File: config.mk
export PLATFORM = sky130hd
export DESIGN_NAME = ravenoc_edge_sink
export DESIGN_NICKNAME = d
export VERILOG_FILES = /design/src/rtl/ravenoc_edge_sink.sv
export SDC_FILE = /design/constraint.sdc
export NUM_CORES = 1
export LEC_CHECK = 0
export ABC_AREA = 1
export CAP_MARGIN = 20
export CORE_MARGIN = 10
export CORE_UTILIZATION = 40
export CTS_BUF_LIST = sky130_fd_sc_hd__clkbuf_4
export DETAILED_ROUTE_END_ITERATION = 12
export PLACE_DENSITY = 0.67
export SLEW_MARGIN = 0
export SYNTH_ARGS = -nofsm -noshare
export SYNTH_HDL_FRONTEND = slang
export SYNTH_SLANG_ARGS = --single-unit
File: constraint.sdc
create_clock -name clk_noc -period 5.2 [get_ports clk_noc]
set_clock_uncertainty 0.2 [all_clocks]
set_input_delay 1.56 -clock clk_noc [delete_from_list [all_inputs] [get_ports clk_noc]]
set_output_delay 1.56 -clock clk_noc [all_outputs]
set_load 0.01 [all_outputs]
File: src/rtl/ravenoc_edge_sink.sv
// Terminating responder for unused mesh-edge router ports: accepts every flit, checks per-VC framing,
// counts and drops traffic, raises a sticky irq. Define RAVENOC_EDGE_SINK_CAPTURE_EN to capture the first bad flit.
`timescale 1ns/1ps
module ravenoc_edge_sink #(
  parameter int FLIT_WIDTH   = 34,
  parameter int N_VIRT_CHN   = 3,
  parameter int PKT_SZ_WIDTH = 8,
  parameter int CNT_WIDTH    = 16,
  localparam int VC_W        = (N_VIRT_CHN > 1) ? $clog2(N_VIRT_CHN) : 1
) (
  input  logic                  clk_noc,
  input  logic                  arst_noc,
  input  logic                  flit_valid_i,
  input  logic [VC_W-1:0]       flit_vc_i,
  input  logic [FLIT_WIDTH-1:0] flit_data_i,
  output logic [N_VIRT_CHN-1:0] flit_ready_o,
  input  logic                  clr_i,
  output logic [CNT_WIDTH-1:0]  pkt_cnt_o,
  output logic [CNT_WIDTH-1:0]  err_cnt_o,
  output logic                  irq_o,
  output logic [FLIT_WIDTH-1:0] cap_flit_o,
  output logic [VC_W-1:0]       cap_vc_o
);

  typedef enum logic {IDLE, IN_PKT} state_t;
  typedef enum logic [1:0] {
    FT_HEAD      = 2'b00,
    FT_BODY      = 2'b01,
    FT_TAIL      = 2'b10,
    FT_HEAD_ONLY = 2'b11
  } flit_type_t;

  flit_type_t              flit_type;
  logic [PKT_SZ_WIDTH-1:0] pkt_sz;
  logic [N_VIRT_CHN-1:0]   vc_err;
  logic [N_VIRT_CHN-1:0]   vc_pkt;
  logic                    any_err;
  logic                    any_pkt;

  assign flit_type = flit_type_t'(flit_data_i[FLIT_WIDTH-1 -: 2]);
  assign pkt_sz    = flit_data_i[FLIT_WIDTH-3 -: PKT_SZ_WIDTH];

  for (genvar v = 0; v < N_VIRT_CHN; v++) begin : g_vc
    state_t                  state_q, state_d;
    logic [PKT_SZ_WIDTH-1:0] rem_q, rem_d;
    logic                    hit;
    logic                    err;
    logic                    pkt;
    logic                    restart;

    // An out-of-range VC matches no channel, so it never transfers.
    assign hit = flit_valid_i && (flit_vc_i == VC_W'(v)) && flit_ready_o[v];

    // NOTE: every variable gets a default at the top of the block so no path can infer a latch.
    always_comb begin
      state_d = state_q;
      rem_d   = rem_q;
      err     = 1'b0;
      pkt     = 1'b0;
      restart = 1'b0;
      if (hit) begin
        if (state_q == IN_PKT) begin
          case (flit_type)
            FT_BODY: begin
              if (rem_q > PKT_SZ_WIDTH'(1)) begin
                rem_d = rem_q - PKT_SZ_WIDTH'(1);
              end else begin
                err     = 1'b1;
                state_d = IDLE;
                rem_d   = '0;
              end
            end
            FT_TAIL: begin
              pkt     = (rem_q == PKT_SZ_WIDTH'(1));
              err     = (rem_q != PKT_SZ_WIDTH'(1));
              state_d = IDLE;
              rem_d   = '0;
            end
            default: begin
              // Truncated packet; the new head is then handled as if arriving in IDLE.
              err     = 1'b1;
              state_d = IDLE;
              rem_d   = '0;
              restart = 1'b1;
            end
          endcase
        end else begin
          restart = 1'b1;
        end

        if (restart) begin
          case (flit_type)
            FT_HEAD: begin
              if (pkt_sz != '0) begin
                state_d = IN_PKT;
                rem_d   = pkt_sz;
              end else begin
                err = 1'b1;
              end
            end
            FT_HEAD_ONLY: pkt = 1'b1;
            default:      err = 1'b1;
          endcase
        end
      end
    end

    // NOTE: sequential state uses non-blocking assignments so every register samples pre-edge values.
    always_ff @(posedge clk_noc or posedge arst_noc) begin
      if (arst_noc) begin
        state_q <= IDLE;
        rem_q   <= '0;
      end else begin
        state_q <= state_d;
        rem_q   <= rem_d;
      end
    end

    assign vc_err[v] = err;
    assign vc_pkt[v] = pkt;
  end

  assign any_err = |vc_err;
  assign any_pkt = |vc_pkt;

  // The sink never back-pressures once out of reset.
  always_ff @(posedge clk_noc or posedge arst_noc) begin
    if (arst_noc) flit_ready_o <= '0;
    else          flit_ready_o <= '1;
  end

  always_ff @(posedge clk_noc or posedge arst_noc) begin
    if (arst_noc) begin
      pkt_cnt_o <= '0;
      err_cnt_o <= '0;
      irq_o     <= 1'b0;
    end else if (clr_i) begin
      pkt_cnt_o <= '0;
      err_cnt_o <= '0;
      irq_o     <= 1'b0;
    end else begin
      if (any_pkt && (pkt_cnt_o != '1)) pkt_cnt_o <= pkt_cnt_o + CNT_WIDTH'(1);
      if (any_err && (err_cnt_o != '1)) err_cnt_o <= err_cnt_o + CNT_WIDTH'(1);
      if (any_err)                      irq_o     <= 1'b1;
    end
  end

`ifdef RAVENOC_EDGE_SINK_CAPTURE_EN
  logic cap_valid_q;

  always_ff @(posedge clk_noc or posedge arst_noc) begin
    if (arst_noc) begin
      cap_valid_q <= 1'b0;
      cap_flit_o  <= '0;
      cap_vc_o    <= '0;
    end else if (clr_i) begin
      cap_valid_q <= 1'b0;
      cap_flit_o  <= '0;
      cap_vc_o    <= '0;
    end else if (any_err && !cap_valid_q) begin
      cap_valid_q <= 1'b1;
      cap_flit_o  <= flit_data_i;
      cap_vc_o    <= flit_vc_i;
    end
  end
`else
  logic unused_data;

  assign unused_data = ^flit_data_i;
  assign cap_flit_o  = '0;
  assign cap_vc_o    = '0;
`endif

endmodule

# Word level (Yosys, flattened, before mapping)

Cells that the tools add are included.
Widths: inputs -> output; s select.

Register bits: 61
Bits in latches: 0
Bits in writable memories: 0
Bits in read-only memories: 0
Input port bits: 40
Output and inout port bits: 72
Word-level logic and storage cells: 133
Memories kept: 0

Add/subtract/negate cells: 5
Multiply operators: 0
Div/mod/pow operators: 0
$lt $le $gt $ge: 3
Equality and inequality tests: 13
Shifts and indexed selects: 0
Multiplexer cells: 85
Bitwise operators: 0
Reductions and logical operators: 17

Operator list:

| operator              | count |
|---|---|
| $mux 8                | 18 |
| $mux 16               | 4 |
| $mux 1                | 57 |
| $add 16x1->16 const B | 2 |
| $ne 16x16->1 const B  | 2 |
| $eq 8x1->1 const B    | 3 |
| $gt 8x1->1 const B    | 3 |
| $ne 8x1->1 const B    | 3 |
| $sub 8x1->8 const B   | 3 |
| $pmux 1 s2            | 6 |
| $logic_and 1x1->1     | 8 |
| $reduce_bool 8->1     | 1 |
| $eq 2x2->1 const B    | 3 |
| $reduce_bool 2->1     | 3 |
| $reduce_or 3->1       | 2 |
| $eq 2x1->1 const B    | 2 |
| $logic_not 2->1       | 2 |
| $reduce_or 2->1       | 1 |

# Logic depth before layout (Yosys ltp)

Depth in word-level cells: 12
Gate-level depth with buffers: 14
Depth with buffers taken out: 13

# Least setup slack after synthesis

No wires, ideal clock.

Kind: in2reg
Start: input port flit_data_i[32]
End: register pkt_cnt_o[2]
Setup time: 66 ps
Arrival: 2,954 ps
Data required time: 4,934 ps
Setup slack: 1,980 ps
Stages: 13
Path buffers: 2
Cells stage by stage: inv_1 -> ha_1 -> buf_2 -> nand2_1 -> nand2_1 -> o31ai_1 -> nand2_1 -> nand3_1 -> nand2_2 -> nand2_2 -> buf_4 -> nand2_1 -> nand2_1

Word-level cells in the longest chain between the ends: 10
Elaborated cells between the ends (all ways): 29
Those cells by class: 3 x eq/ne; 22 x mux; 4 x reduce/logical

RTL lines:

| item                                            | line | source |
|---|---|---|
| start: declaration                              | 15   | `input logic [FLIT_WIDTH-1:0] flit_data_i,` |
| $eq 2x2->1 / $eq 2x1->1 (equally long branches) | 63   | `case (flit_type)` |
| $reduce_or 2->1 (no line)                       | -    |  |
| $mux 1                                          | 63   |  |
| $mux 1                                          | 62   | `if (state_q == IN_PKT) begin` |
| $mux 1                                          | 61   | `if (hit) begin` |
| $mux 1                                          | 91   | `if (restart) begin` |
| $mux 1                                          | 61   |  |
| $reduce_or 3->1 *                               | 124  | `assign any_pkt = \|vc_pkt;` |
| $logic_and 1x1->1 *                             | 142  | `if (any_pkt && (pkt_cnt_o != '1)) pkt_cnt_o <= pkt_cnt_o + CNT_WIDTH'(1);` |
| $reduce_bool 2->1 (no line) *                   | -    |  |
| end signal: assignment                          | 142  |  |
| end: declaration                                | 18   | `output logic [CNT_WIDTH-1:0] pkt_cnt_o,` |

Mark *: on every way between the ends. The rest lies on a longest branch, timed or not. The select of a mux whose other input is x is not followed.
A chain may end at the register's enable or synchronous reset.

# Worst setup path in the final report

Start: input port flit_data_i[33]
End: register pkt_cnt_o[14]

Same word-level chain as after synthesis.

==> results.toml <==
[global_routing]
track_usage_pct = 14.3
grt-ovfl-total = 0
grt_pass1_wl_mm = 20.2
grt_start_max_net_pins = 39
antenna_found_initial = 0
grt_pass1_vias = 4185

[timing]
clock.fmax_mhz = 254
hold_ws_ns = 0.320
drv_slew = 0
tns_ns = 0
rsz0062_at_grt = "no"
slew_headroom_pct = 59.4
fin_crit_sh_pct = 75.7
setup_viol = 0
worst_pin_slew_ns = 0.607
hold_viol = 0
finalCriticalPeriod_ns = 3.94

[status]
outcome = "finished, final reports clean"

[logic_synthesis]
ys_async_sr_fraction_pct = 100
ys_seq_area_share_pct = 32.5
synthTopCellsByArea = "dfrtp_1, nand2_1, nand3_1"
synthesis.area_um2 = 4690
synth_most_common_cell = "nand2_1"
netlist_instances = 657
yosys.area.top_type_share_pct = 32.5
synth_cell_types = 37
synth.top_cells.by_count = "nand2_1, nand3_1, inv_1, dfrtp_1, nor2_1"
synth_largest_area_cell = "dfrtp_1"
postSynthAreaPerCell_um2 = 7.14
synth_warnings = 0
synth_seq_cells = 61
synth_flop_cell = "dfrtp_1"
synth_edf_count = 0

[cts]
htree_levels = 3
clk_pin_slew_ns = 0.12
hold_buffers = 0
cts.sinks = 61
cts.path.max_buffers = 2
cts_tree = "done"
post-cts-setup-buffer-count = 0
insertion_delay_ns = 0.42
cts_resized = 0
cts_made_buffers = 9
cts_root_buf = "clkbuf_4"

[floorplan]
die_h_um = 128
fp-row-count = 39
io_pins = 112
coreArea_um2 = 11500
dieArea_um2 = 16500
dieWidth_um = 128
initial_core_util_pct = 40.9

[critical_path]
path_class = "in2reg"
crit_arrival_ns = 4.03
cp-start-kind = "input pin"
cp.required_ns = 5.30
r2r_start = "g_vc[0].state_q$_DFFE_PP0P_"
crit_path_start = "flit_data_i[33]"
rrSetupSlack_ns = 2.70
rr_endpoint = "pkt_cnt_o[14]$_DFFE_PP0P_"
setup.worst_path.end_class = "flop"
reg2regPathDepth = 9
worstPathMaxFanout = 17

[hold_path]
whs_endpoint = "irq_o$_DFFE_PP0P_"
whs_path_depth = 2
hold_class = "reg2reg"
min_from = "irq_o$_DFFE_PP0P_"

[place]
place_area_um2 = 5140
hpwlAfterDp_mm = 8.86
finalWeightedCongestion = 0.903
placedCellCount = 829
io_buffer_count = 51

[layout]
postLayoutCoreUtil_pct = 46.1
multi_input_area_um2 = 2640
syn_to_final_growth_pct = 12.6
fin_nets = 749
seqCellArea_um2 = 1530
design_area_um2 = 5280
drive_above_1_share_pct = 5.13
antenna_cells = 0
fill_cells = 1178
layout.cells.non_filler = 845

[run]
cap_violations = 0

[power]
leakage_uw = 0.00261
power_frac_comb_pct = 29.2
p_seq_share_pct = 44.9
power_frac_clock_pct = 25.9
pwr_density_cell_nw_per_um2 = 254
internal_power_uw = 833
peakVddDrop_v = 0.000139
switchingPower_uw = 510
swShare_pct = 38.0

[routing]
firstDrtPassIters = 5
drt-vias-per-instance = 5.19
wl_mm = 12.1
wl_per_cell_um = 14.3
vias = 4387
drtAntennaViolNets = 0
drtIter0Drc = 324
post-route-drc-count = 0
power by group through the flow:
stage	clock network, uW	logic (uW)	registers [uW]
5_1_grt	378	446	611
3_5_place_dp	0	387	610
6_report	348	392	602
3_3_place_gp	0	372	606
4_1_cts	359	390	601
2_1_floorplan	0	339	586
metal layers:
metal,routed length (um),up-vias,track usage (%)
met4,136,0,3.84
met1,5500,2070,18.4
met5,0,-,0
met2,5610,123,23.2
li1,-,2181,-
met3,877,13,3.76
sequential cells by signal, indices dropped and copies added (netlist names):
name and count:
pkt_cnt_o 16, g_vc.rem_q 24, err_cnt_o 16, irq_o 1, flit_ready_o 1, g_vc.state_q 3
cell type report:
type                            instances  share of cell area (%)
Clock buffer                            9                    1.28
Tap cell                              143                    3.39
Timing Repair Buffer                   53                    9.95
Inverter                               72                    5.12
Multi-Input combinational cell        500                    49.9
Sequential cell                        61                    28.9
Clock inverter                          7                    1.44
cells by family after synthesis:
logic type	synth area share, %
buffers and inverters	14.1
DFF	32.5
xor gates and xnor gates	7.46
other	0.160
AOI/OAI and AO/OA	11.4
and+or+nand+nor	31.2
adders and majority gates	3.20
critical path, cell delays in order:
cell and delay (ns):
clkdlybuf4s50_1 0.52, inv_1 0.08, ha_1 0.39, nand2_1 0.28, nand2_1 0.14, o31ai_1 0.07
nand2_1 0.06, nand3_1 0.14, nand2_2 0.28, nand2_2 0.29, nand3_1 0.15, nand2_1 0.07
through the flow:
stage,setup WS [ns],power [uW]
after floorplan,1.93,925
after global placement,0.954,979
after detailed placement,0.850,997
after CTS,1.31,1350
after global routing,1.08,1440
final,1.26,1340
layout by cell type, fill, tap and decap left out, types with 2 or more instances in the layout:
cell type	n
a21oi_1	24
a22oi_1	22
a31oi_1	2
buf_4	2
clkbuf_4	9
clkdlybuf4s50_1	51
clkinv_4	3
clkinvlp_4	2
conb_1	37
dfrtp_1	61
ha_1	12
inv_1	67
inv_2	4
nand2_1	152
nand2_2	3
nand3_1	69
nand3_2	2
nand4_1	25
nor2_1	60
nor2_2	5
nor3_1	2
nor4_1	2
o211ai_1	3
o21ai_0	6
o21ai_1	4
o22ai_1	21
o31ai_1	2
xnor2_1	4
xor2_1	36
worst max-delay path by stage:
stage / slack, ns / end
3_5_place_dp: 0.85 / pkt_cnt_o[13]$_DFFE_PP0P_
6_report: 1.26 / pkt_cnt_o[14]$_DFFE_PP0P_
2_1_floorplan: 1.93 / err_cnt_o[0]$_DFFE_PP0P_
3_3_place_gp: 0.95 / pkt_cnt_o[15]$_DFFE_PP0P_
4_1_cts: 1.31 / pkt_cnt_o[14]$_DFFE_PP0P_
5_1_grt: 1.08 / pkt_cnt_o[4]$_DFFE_PP0P_
No activity file was read; power rests on OpenSTA's default activity.
